==> config.mk <==
export PLATFORM = sky130hd
export DESIGN_NAME = ncl_seq_mult
export DESIGN_NICKNAME = d
export VERILOG_FILES = /design/src/rtl/ncl_pkg.sv /design/src/rtl/ncl_completion.sv /design/src/rtl/ncl_seq_mult.sv
export SDC_FILE = /design/constraint.sdc
export NUM_CORES = 1
export LEC_CHECK = 0
export CAP_MARGIN = 20
export CORE_MARGIN = 5
export CORE_UTILIZATION = 57
export CTS_CLUSTER_SIZE = 30
export DETAILED_ROUTE_END_ITERATION = 16
export PLACE_DENSITY = 0.95
export RECOVER_POWER = 50
export SYNTH_ARGS = -nofsm -noshare
export SYNTH_HDL_FRONTEND = slang
export SYNTH_HIERARCHICAL = 1
export SYNTH_SLANG_ARGS = --single-unit
==> constraint.sdc <==
create_clock -name clk -period 3.7 [get_ports clk]
set_input_delay 0.925 -clock clk [delete_from_list [all_inputs] [get_ports clk]]
set_output_delay 0.925 -clock clk [all_outputs]
set_load 0.05 [all_outputs]
==> src/rtl/ncl_pkg.sv <==
// Shared dual-rail NCL types, encodings and FSM state type for the sequential multiplier.
package ncl_pkg;

    typedef struct packed {
        logic rail1;
        logic rail0;
    } dual_rail_logic;

    localparam dual_rail_logic DR_NULL    = '{rail1: 1'b0, rail0: 1'b0};
    localparam dual_rail_logic DR_ZERO    = '{rail1: 1'b0, rail0: 1'b1};
    localparam dual_rail_logic DR_ONE     = '{rail1: 1'b1, rail0: 1'b0};
    localparam dual_rail_logic DR_ILLEGAL = '{rail1: 1'b1, rail0: 1'b1};

    typedef enum logic [1:0] {
        ST_IDLE = 2'd0,
        ST_MUL  = 2'd1,
        ST_WAIT = 2'd2,
        ST_HOLD = 2'd3
    } mult_state_e;

    function automatic dual_rail_logic dr_encode(input logic b);
        return b ? DR_ONE : DR_ZERO;
    endfunction

    // Only meaningful on a complete digit; rail1 carries the value.
    function automatic logic dr_decode(input dual_rail_logic d);
        return d.rail1;
    endfunction

endpackage

==> src/rtl/ncl_completion.sv <==
// Completion detector for an N-digit dual-rail vector: all DATA, all NULL, any illegal.
module ncl_completion
    import ncl_pkg::*;
#(
    parameter int unsigned N = 6
) (
    input  dual_rail_logic [N-1:0] din,
    output logic                   all_data,
    output logic                   all_null,
    output logic                   any_illegal
);

    always_comb begin
        all_data    = 1'b1;
        all_null    = 1'b1;
        any_illegal = 1'b0;
        for (int i = 0; i < int'(N); i++) begin
            if (din[i].rail1 == din[i].rail0) all_data = 1'b0;
            if (din[i] != DR_NULL)            all_null = 1'b0;
            if (din[i] == DR_ILLEGAL)         any_illegal = 1'b1;
        end
    end

endmodule

==> src/rtl/ncl_seq_mult.sv <==
// W-digit dual-rail shift-add multiplier with four-phase Ki/Ko handshake.
// Optional debug taps on latched operands and accumulator: define NCL_SEQMULT_DBG_EN.
module ncl_seq_mult
    import ncl_pkg::*;
#(
    parameter int unsigned W = 3
) (
    input  logic                     clk,
    input  logic                     rst,
    input  dual_rail_logic [W-1:0]   Ai,
    input  dual_rail_logic [W-1:0]   Bi,
    input  logic                     Ki,
    output dual_rail_logic [2*W-1:0] Po,
    output logic                     Ko,
    output logic                     err
`ifdef NCL_SEQMULT_DBG_EN
    ,
    output dual_rail_logic [W-1:0]   dbg_A,
    output dual_rail_logic [W-1:0]   dbg_B,
    output dual_rail_logic [2*W-1:0] dbg_M
`endif
);

    localparam int unsigned PW = 2 * W;
    localparam int unsigned CW = $clog2(W);

    dual_rail_logic [PW-1:0] ab_dr;
    logic all_data, all_null, any_illegal;

    mult_state_e state_q, state_d;
    logic load, step, emit, retire;

    logic [W-1:0]  a_bits, b_bits;
    logic [W-1:0]  a_q, b_q;
    logic [PW-1:0] acc_q, acc_d;
    logic [CW-1:0] cnt_q, cnt_d;

    dual_rail_logic [PW-1:0] po_q, po_data;
    logic ko_q, err_q;

    assign ab_dr = {Ai, Bi};

    ncl_completion #(.N(PW)) u_completion (
        .din         (ab_dr),
        .all_data    (all_data),
        .all_null    (all_null),
        .any_illegal (any_illegal)
    );

    // Operand values, only latched on a complete DATA word.
    always_comb begin
        a_bits = '0;
        b_bits = '0;
        for (int i = 0; i < int'(W); i++) begin
            a_bits[i] = dr_decode(Ai[i]);
            b_bits[i] = dr_decode(Bi[i]);
        end
    end

    always_ff @(posedge clk) begin
        if (rst) state_q <= ST_IDLE;
        else     state_q <= state_d;
    end

    always_comb begin
        state_d = state_q;
        load    = 1'b0;
        step    = 1'b0;
        emit    = 1'b0;
        retire  = 1'b0;
        unique case (state_q)
            ST_IDLE: begin
                if (all_data) begin
                    load    = 1'b1;
                    state_d = ST_MUL;
                end
            end
            ST_MUL: begin
                step = 1'b1;
                if (cnt_q == CW'(W - 1)) state_d = ST_WAIT;
            end
            ST_WAIT: begin
                if (Ki) begin
                    emit    = 1'b1;
                    state_d = ST_HOLD;
                end
            end
            ST_HOLD: begin
                if (!Ki && all_null) begin
                    retire  = 1'b1;
                    state_d = ST_IDLE;
                end
            end
            default: state_d = ST_IDLE;
        endcase
    end

    // One partial product per MUL cycle, LSB of B first.
    always_comb begin
        acc_d = acc_q;
        cnt_d = cnt_q;
        if (load) begin
            acc_d = '0;
            cnt_d = '0;
        end else if (step) begin
            if (b_q[cnt_q]) acc_d = acc_q + (PW'(a_q) << cnt_q);
            cnt_d = cnt_q + CW'(1);
        end
    end

    always_comb begin
        po_data = '0;
        for (int i = 0; i < int'(PW); i++) po_data[i] = dr_encode(acc_q[i]);
    end

    always_ff @(posedge clk) begin
        if (rst) begin
            a_q   <= '0;
            b_q   <= '0;
            acc_q <= '0;
            cnt_q <= '0;
            po_q  <= '0;
            ko_q  <= 1'b1;
            err_q <= 1'b0;
        end else begin
            acc_q <= acc_d;
            cnt_q <= cnt_d;
            if (any_illegal) err_q <= 1'b1;
            if (load) begin
                a_q  <= a_bits;
                b_q  <= b_bits;
                ko_q <= 1'b0;
            end
            // Whole word switches in one edge, so Po is never mixed DATA/NULL.
            if (emit) po_q <= po_data;
            if (retire) begin
                po_q <= '0;
                ko_q <= 1'b1;
            end
        end
    end

    assign Po  = po_q;
    assign Ko  = ko_q;
    assign err = err_q;

`ifdef NCL_SEQMULT_DBG_EN
    dual_rail_logic [W-1:0]  dbg_a_q, dbg_b_q;
    dual_rail_logic [PW-1:0] dbg_m_q, m_enc;

    always_comb begin
        m_enc = '0;
        for (int i = 0; i < int'(PW); i++) m_enc[i] = dr_encode(acc_d[i]);
    end

    always_ff @(posedge clk) begin
        if (rst) begin
            dbg_a_q <= '0;
            dbg_b_q <= '0;
            dbg_m_q <= '0;
        end else begin
            if (load) begin
                dbg_a_q <= Ai;
                dbg_b_q <= Bi;
            end
            if (load || step) dbg_m_q <= m_enc;
        end
    end

    assign dbg_A = dbg_a_q;
    assign dbg_B = dbg_b_q;
    assign dbg_M = dbg_m_q;
`endif

endmodule

==> results.sh, run 1 <==
export IMPL_top_layer="met4"
export IMPL_fp_dieArea_um2=4228
export IMPL_final_setup_skew_ps=10.52
export IMPL_leakagePower_nw=0.8703
export IMPL_die_h_um=65.02
export IMPL_period_needed_ps=2707
export IMPL_path_max_fanout=4
export IMPL_max_freq_mhz=369.4
export IMPL_seq_power_share_pct=49.5
export IMPL_crit_path_top_delay_cell="dlygate4sd3_1"
export IMPL_swShare_pct=32.33
export IMPL_drive_gt1_share_pct=5.579
export IMPL_synth_seq_cells=30
export IMPL_core_um2=2978
export IMPL_cp_required_ps=3910
export IMPL_grt_pass1_wl_mm=6.196
export IMPL_instances_no_fill=266
export IMPL_synthesis_instances=202
export IMPL_rsz0062_at_grt="no"
export IMPL_fin_util_pct=69.66
export IMPL_postPlaceCellArea_um2=2014
export IMPL_design_area_um2=2074
export IMPL_post_cts_buffers=0
export IMPL_dp_cells=258
export IMPL_wl_met1_mm=1.605
export IMPL_fin_setup_tns_ps=0
export IMPL_synth_yosys_seq_area_share_pct=34.81
export IMPL_fin_crit_sh_pct=73.16
export IMPL_clkSlewWorstSetupHoldPaths_ps=90
export IMPL_antennaDiodeCount=0
export IMPL_root_buffer="clkbuf_4"
export IMPL_cts_made_buffers=5
export IMPL_cts_sinks=30
export IMPL_synth_area_leaders="dfxtp_1, ha_1, nand2_1, nor2_1, a21oi_1"
export IMPL_path_cells="dlygate4sd3_1 > inv_1 > ha_1 > nand2_1 > nor2_1 > nor2b_4 > a2111oi_4 > mux2i_1 > nor2_1"
export IMPL_p_clk_share_pct=27.3
export IMPL_n_fill_cell=208
export IMPL_hold_class="reg2reg"
export IMPL_p_sw_mw=0.2472
export IMPL_ctsHoldBuffers=0
export IMPL_hold_viol=0
export IMPL_setup_viol=0
export IMPL_cts_max_level=2
export IMPL_slew_violations=0
export IMPL_grt_ovfl_total=0
export IMPL_status="completed"
export IMPL_worst_slack_ps=993.1
export IMPL_yosysTopAreaCellShare_pct=34.81
export IMPL_syn_area_um2=1725
export IMPL_dr_wl_met2_mm=1.789
export IMPL_crit_path_end_kind="register"
export IMPL_synth_cell_type_count=33
export IMPL_dp_hpwl_mm=2.870
export IMPL_die_w_um=65.02
export IMPL_worstPathArrival_ps=2920
export IMPL_powerDensity_nw_per_um2=368.6
export IMPL_place_ws_ps=701.2
export IMPL_dr_pass1_iters=4
export IMPL_drt_wl_total_mm=3.597
export IMPL_drc=0
export IMPL_synth_area_leader_cell="dfxtp_1"
export IMPL_syn_num_nets=241
export IMPL_rows=20
export IMPL_grt_max_degree=13
export IMPL_start_util_pct=57.94
export IMPL_wire_per_inst_um=13.52
export IMPL_path_buf_inv=2
export IMPL_vias=1469
export IMPL_clock_path_buffers=2
export IMPL_worst_pin_slew_ps=532.0
export IMPL_clk_latency_ps=330
export IMPL_syn2layout_area_growth_pct=20.23
export IMPL_portBuffers=28
export IMPL_grt_pass1_vias=1466
export IMPL_whs_ps=453.2
export IMPL_crit_family="buffers and inverters"
export IMPL_post_cts_resized=0
export IMPL_dr_wl_met3_um=153
export IMPL_max_stage_delay_ps=580
export IMPL_relSlewSlack_pct=64.53
export IMPL_final_cell_mix="dfxtp_1, nand2_1, nor2_1"
export IMPL_nets=271
export IMPL_combPwrFrac_pct=23.2
export IMPL_avgViaCountPerCell=5.523
export IMPL_drtIter0Drc=55
export IMPL_final_common_cell="dfxtp_1"
export IMPL_io_pins=29
export IMPL_intPower_mw=0.5175
export IMPL_postRouteAntennaNets=0
export IMPL_crit_path_frequent_cell="nor2_1"
export IMPL_antenna_found_initial=0
export IMPL_ir_worst_vdd_v=0.0002886
export IMPL_cap_viol_max_count=0
export IMPL_start_kind="input pin"
export IMPL_avgSynthCellArea_um2=8.542
export IMPL_crit_type="in2reg"
export IMPL_yosys_warnings=6
export IMPL_cts_tree="done"
export IMPL_place_gp_congestion=0.8089
export IMPL_grtUsageTotal_pct=18.67
export IMPL_power_mw=0.7647
synthesized netlist by cell type:
cell type	instances
buf_2	2
o21bai_1	1
xor2_1	1
nand2_1	28
a2111oi_4	1
nor2b_1	3
inv_1	16
buf_4	1
o22ai_1	2
o21ai_4	1
nand2b_1	3
nand4b_1	1
ha_1	23
nand2b_4	1
a21o_1	2
o2111ai_1	1
nor3b_1	1
buf_6	2
mux2i_1	8
nand3b_1	1
a21oi_1	16
nand3_1	7
clkbuf_1	2
dfxtp_1	30
nand4_1	2
nor2b_4	1
o21ai_0	10
xnor2_1	2
and2_1	1
nor4_1	1
nor2_1	25
a211oi_1	5
fa_1	1
cell families after synthesis:
group / synth area share, %
simple gates: 20.16
compound gates: 14.79
flops: 34.81
fa+ha+maj: 17.84
buf+inv: 6.237
mux: 4.641
xor+xnor: 1.523
cell type report:
cell class,count,area [um^2],area share (%)
Tap cell,33,41.29,1.990
Clock buffer,6,51.30,2.473
Inverter,16,60.06,2.895
Timing Repair Buffer,30,291.5,14.05
Sequential cell,30,600.6,28.95
Multi-Input combinational cell,149,1017,49.04
Clock inverter,2,12.51,0.6031
sequential cells by signal, indices dropped and copies added (netlist names):
name	count
Po	12
b_q	3
a_q	3
Ko	1
err	1
state_q	2
cnt_q	2
acc_q	6
layer usage:
| metal | up-vias | track usage [%] |
|---|---|---|
| met5 | - | 0 |
| met2 | 27 | 31.93 |
| li1 | 742 | - |
| met1 | 695 | 22.80 |
| met3 | 5 | 3.813 |
| met4 | 0 | 7.513 |
worst paths after layout:
kind                          from                 endpoint  slack, ps  cells past startpoint
max reg2reg  cnt_q[0]$_SDFFE_PP0N_    acc_q[5]$_SDFFE_PP0P_       1590                      7
min reg2reg        Ko$_SDFFE_PP1P_          Ko$_SDFFE_PP1P_        450                      1
max                          Bi[5]  state_q[1]$_SDFFE_PP0P_        990                      9
min                Ko$_SDFFE_PP1P_          Ko$_SDFFE_PP1P_        450                      1
power by group through the flow:
stage	Clock (mW)	Combinational [mW]	Sequential (mW)
6_report	0.209	0.177	0.379
5_1_grt	0.229	0.196	0.383
4_1_cts	0.211	0.179	0.378
3_5_place_dp	0	0.178	0.386
3_3_place_gp	0	0.172	0.383
2_1_floorplan	0	0.149	0.374
(Power assumes the default switching activity.)
==> inputs of run 2 (changes only) <==
--- a/config.mk
+++ b/config.mk
@@ -7,10 +7,10 @@
 export LEC_CHECK = 0
 export CAP_MARGIN = 20
 export CORE_MARGIN = 5
-export CORE_UTILIZATION = 57
+export CORE_UTILIZATION = 52
 export CTS_CLUSTER_SIZE = 30
 export DETAILED_ROUTE_END_ITERATION = 16
-export PLACE_DENSITY = 0.95
+export PLACE_DENSITY = 0.88
 export RECOVER_POWER = 50
 export SYNTH_ARGS = -nofsm -noshare
 export SYNTH_HDL_FRONTEND = slang
==> constraint.sdc (replaced) <==
create_clock -name clk -period 2.6 [get_ports clk]
set_input_delay 0.65 -clock clk [delete_from_list [all_inputs] [get_ports clk]]
set_output_delay 0.65 -clock clk [all_outputs]
set_load 0.05 [all_outputs]
==> run 2 against run 1 <==
Routed wire length shrank 2.1%. Critical path depth is the same. Sequential power grew 42%. Combinational power grew 46%. Via count shrank 1.6%.
==> results.sh, run 2 (synthesized netlist as in run 1, its figures left out) <==
export IMPL_start_kind="input pin"
export IMPL_grt_ovfl_total=0
export IMPL_final_cell_mix="dfxtp_1, nand2_1, nor2_1"
export IMPL_ir_worst_vdd_v=0.0003899
export IMPL_leakagePower_nw=0.9011
export IMPL_dp_hpwl_mm=2.863
export IMPL_rows=21
export IMPL_worst_pin_slew_ps=557.7
export IMPL_cp_required_ps=2800
export IMPL_p_sw_mw=0.3391
export IMPL_die_h_um=67.60
export IMPL_drive_gt1_share_pct=8.333
export IMPL_combPwrFrac_pct=24.6
export IMPL_crit_path_top_delay_cell="dlygate4sd3_1"
export IMPL_seq_power_share_pct=51.2
export IMPL_crit_path_end_kind="register"
export IMPL_cts_made_buffers=5
export IMPL_root_buffer="clkbuf_4"
export IMPL_fin_util_pct=64.99
export IMPL_setup_viol=0
export IMPL_max_freq_mhz=424.5
export IMPL_relSlewSlack_pct=62.82
export IMPL_grt_max_degree=14
export IMPL_crit_type="in2reg"
export IMPL_wire_per_inst_um=12.31
export IMPL_hold_viol=0
export IMPL_fp_dieArea_um2=4570
export IMPL_cts_max_level=2
export IMPL_portBuffers=28
export IMPL_rrSetupSlack_ps=540
export IMPL_path_max_fanout=3
export IMPL_status="completed"
export IMPL_cap_viol_max_count=0
export IMPL_p_clk_share_pct=24.1
export IMPL_grt_pass1_wl_mm=6.389
export IMPL_grtUsageTotal_pct=18.47
export IMPL_path_cells="dlygate4sd3_1 > inv_1 > ha_1 > nand2_1 > nor2_1 > nor2b_4 > a2111oi_4 > mux2i_1 > nor2_1"
export IMPL_post_cts_buffers=0
export IMPL_place_ws_ps=-70.31
export IMPL_powerDensity_nw_per_um2=491.7
export IMPL_start_util_pct=52.53
export IMPL_worstPathArrival_ps=2560
export IMPL_antenna_found_initial=0
export IMPL_drc=0
export IMPL_swShare_pct=32.31
export IMPL_vias=1446
export IMPL_drt_wl_total_mm=3.520
export IMPL_die_w_um=67.60
export IMPL_clk_latency_ps=320
export IMPL_cts_tree="done"
export IMPL_clock_path_buffers=2
export IMPL_worst_slack_ps=244.3
export IMPL_core_um2=3284
export IMPL_cts_sinks=30
export IMPL_final_setup_skew_ps=6.785
export IMPL_place_gp_congestion=0.7729
export IMPL_hold_start="Ko$_SDFFE_PP1P_"
export IMPL_dp_cells=279
export IMPL_crit_family="buffers and inverters"
export IMPL_max_stage_delay_ps=560
export IMPL_crit_path_frequent_cell="nor2_1"
export IMPL_hold_class="reg2reg"
export IMPL_post_cts_resized=0
export IMPL_grt_pass1_vias=1489
export IMPL_intPower_mw=0.7105
export IMPL_power_mw=1.050
export IMPL_io_pins=29
export IMPL_instances_no_fill=286
export IMPL_min_to="Ko$_SDFFE_PP1P_"
export IMPL_rsz0062_at_grt="no"
export IMPL_largest_reg_flops=12
export IMPL_ctsHoldBuffers=0
export IMPL_clkSlewWorstSetupHoldPaths_ps=90
export IMPL_nets=279
export IMPL_slew_violations=0
export IMPL_drtIter0Drc=60
export IMPL_antennaDiodeCount=0
export IMPL_final_common_cell="dfxtp_1"
export IMPL_whs_path_depth=1
export IMPL_fin_crit_sh_pct=90.60
export IMPL_postPlaceCellArea_um2=2091
export IMPL_design_area_um2=2135
export IMPL_timing_rr_end="acc_q[5]$_SDFFE_PP0P_"
export IMPL_syn2layout_area_growth_pct=23.71
export IMPL_postRouteAntennaNets=0
export IMPL_r2r_cells=7
export IMPL_path_buf_inv=2
export IMPL_period_needed_ps=2356
export IMPL_avgViaCountPerCell=5.056
export IMPL_dr_pass1_iters=4
export IMPL_r2r_start="cnt_q[0]$_SDFFE_PP0N_"
## run 2: per-layer routing
layer | wire (um) | GRT usage [%] | share of wire (%) | vias up
met4 | 38 | 3.797 | 1.1 | 0
met5 | 0 | 0 | 0 | -
met2 | 1835 | 33.54 | 52 | 21
li1 | - | - | - | 755
met1 | 1516 | 21.28 | 43 | 665
met3 | 129 | 5.324 | 3.7 | 5
## run 2: area by class of cell
cell class | instances | area [um^2]
Fill cell | 270 | 1150
Multi-Input combinational cell | 149 | 1017
Sequential cell | 30 | 600.6
Timing Repair Buffer | 38 | 351.6
Inverter | 16 | 60.06
Tap cell | 46 | 57.56
Clock buffer | 5 | 37.54
Clock inverter | 2 | 10.01
## run 2: stage by stage
step / hold WS, ps / setup TNS [ps]
after floorplan: 435.7 / 0
after global placement: 437.3 / -1.192
after detailed placement: 438.3 / -121.3
after CTS: 460.3 / 0
after global routing: 482.0 / 0
final: 449.7 / 0
## run 2: how the worst max path moves through the flow
| stage | from | to | slack (ps) | cells after the start |
|---|---|---|---|---|
| floorplan | Ai[2] | state_q[1]$_SDFFE_PP0P_ | 570 | 9 |
| global placement | Bi[0] | state_q[1]$_SDFFE_PP0P_ | -1 | 9 |
| detailed placement | Ai[2] | state_q[1]$_SDFFE_PP0P_ | -70 | 9 |
| CTS | Ai[2] | state_q[1]$_SDFFE_PP0P_ | 270 | 9 |
| global route | Bi[5] | Po[8]$_SDFFE_PP0P_ | 150 | 9 |
| finish | Bi[5] | state_q[1]$_SDFFE_PP0P_ | 240 | 9 |
## run 2: power by group through the flow
stage,logic [mW],clock network (mW),registers [mW]
6_report,0.259,0.253,0.538
5_1_grt,0.288,0.288,0.550
4_1_cts,0.263,0.261,0.539
3_5_place_dp,0.263,0,0.549
3_3_place_gp,0.252,0,0.547
2_1_floorplan,0.212,0,0.533
==> RTL edit (config.mk and constraints of run 2) <==
Put one more register stage on the output `Po`, without a reset. The value now appears one clock later. The other outputs are not delayed to match.
--- a/src/rtl/ncl_seq_mult.sv
+++ b/src/rtl/ncl_seq_mult.sv
@@ -140,7 +140,9 @@
         end
     end
 
-    assign Po  = po_q;
+    always_ff @(posedge clk) begin
+        Po <= po_q;
+    end
     assign Ko  = ko_q;
     assign err = err_q;
 
Function: changed (a bounded check fails within 10 cycles, from zero or initial values and one cycle with rst high).
==> RTL edit against run 2 <==
Sequential power increased by 36%; first-iteration DRC count increased by 15%; power increased by 32%; setup slack got worse by 27 ps; wire length increased by 12%; combinational power increased by 3%; area after synthesis increased by 14%; largest cell class unchanged; critical path type unchanged; maximum frequency decreased by 1.1%; sequential cell count increased by 12; design area increased by 13%.
==> RTL edit: results (changes against run 2) <==
----------------------------------------------------
[Power]
  Leakage power of the design ... 1.01 nW (was 0.901 nW)
  VDD IR max ... 0.329 mV (was 0.390 mV)

[Yosys]
  Leading cell types by total area after synthesis ... dfxtp_1 (43%), ha_1 (15%), nand2_1 (5.3%) (was dfxtp_1 (35%), ha_1 (17%), nand2_1 (6.1%))
  XOR/XNOR Fraction of Synth Area ... 1.34% (was 1.52%)
  Arithmetic-cell share of the synthesized area counting full adders, half adders and majority gates ... 15.7% (was 17.8%)
  Synthesized netlist cell count ... 214 (was 202)
  Fraction of synthesized area in multiplexers ... 4.07% (was 4.64%)
  Sequential fraction of the synthesis area ... 42.8% (was 34.8%)
  List of most frequent post-synthesis cells ... dfxtp_1 (42), nand2_1 (28), nor2_1 (25), ha_1 (23) (was dfxtp_1 (30), nand2_1 (28), nor2_1 (25), ha_1 (23))
  Net count after synthesis ... 253 (was 241)
  Synth Area in Compound Gates ... 13.0% (was 14.8%)

[Routing]
  First drt pass iteration count ... 6 (was 4)
  Starting DRC count in detailed routing ... 69 (was 60)

[Global routing]
  Vias in the first global route ... 1564 (was 1489)
  First-pass GRT wire length ... 6700 um (was 6390 um)

[CTS]
  Clk Tree Root Cell ... clkbuf_8 (was clkbuf_4)

[Cells and area]
  FILL cells ... 287 (was 270)
  Fraction of layout instances using a drive strength above 1 ... 8.30% (was 8.33%)

[Critical path]
  Setup crit end ... state_q[0] (was state_q[1])
  Critical path fanouts, max ... 2 (was 3)
  Minimum setup slack among reg-to-reg paths ... 480 ps (was 540 ps)

[Timing]
  Worst-Margin Slew ... 606 ps (was 558 ps)
  Worst hold slack after final layout ... 352 ps (was 450 ps)
  Crit path time final ... 2380 ps (was 2360 ps)
  Worst Clk Skew ... 4.82 ps (was 6.79 ps)

[Placed design]
  Placed cell count ... 294 (was 279)
  Half-perimeter wire length after placement ... 2960 um (was 2860 um)
  Final estimated routing congestion in global placement ... 0.805 (was 0.773)

[Outcome]
  Result of the run ... finished clean (unchanged)

----------------------------------------------------
==> RTL edit: cell types whose count changed after synthesis <==
| cell | change |
|---|---|
| dfxtp_1 | +12 |
==> RTL edit: layer usage <==
layer / up-vias / track usage [%] / part of all wire, %
li1: 790 / - / -
met3: 6 / 3.79 / 3.8
met2: 23 / 30.0 / 50
met5: - / 0 / 0
met1: 726 / 19.2 / 45
met4: 0 / 5.22 / 1.3
==> RTL edit: kinds of logic (layout without fill, tap and decap cells) <==
group | count (synthesis) | after routing
DFF | 42 | 42
and+or+nand+nor | 75 | 75
muxes | 8 | 8
AOI/OAI and AO/OA | 39 | 39
buffers and inverters | 23 | 62
xor gates and xnor gates | 3 | 3
adders and majority gates | 24 | 24
==> RTL edit: worst min-delay path by stage <==
stage / from / end / cells after the start
floorplan: po_q[0] / Po[0] / 0
global placement: po_q[4] / Po[4] / 0
detailed placement: po_q[0] / Po[0] / 0
CTS: po_q[0] / Po[0] / 0
global route: po_q[9] / Po[9] / 0
finish: po_q[0] / Po[0] / 0
==> RTL edit: power by group through the flow <==
stage | clock, mW | combinational, mW | sequential (mW)
finish | 0.393 | 0.267 | 0.731
detailed placement | 0 | 0.265 | 0.744
global route | 0.413 | 0.294 | 0.736
floorplan | 0 | 0.212 | 0.725
CTS | 0.388 | 0.268 | 0.729
global placement | 0 | 0.254 | 0.740
==> RTL edit: worst max-delay path, delay by kind of cell <==
| family | cells | cell delay [ps] |
|---|---|---|
| and+or+nand+nor | 4 | 460 |
| buffers and inverters | 2 | 600 |
| adders and majority gates | 1 | 260 |
| AOI/OAI and AO/OA | 2 | 610 |
==> RTL edit: area by class of cell <==
| type | instances | area, um2 | area share (%) |
|---|---|---|---|
| multi-input cells | 149 | 1020 | 42.1 |
| flip-flops and latches | 42 | 841 | 34.8 |
| repair buffers | 39 | 359 | 14.9 |
| clock buffers | 5 | 68.8 | 2.85 |
| inverters | 16 | 60.1 | 2.49 |
| well taps | 48 | 60.1 | 2.49 |
| clock inverters | 2 | 10.0 | 0.414 |
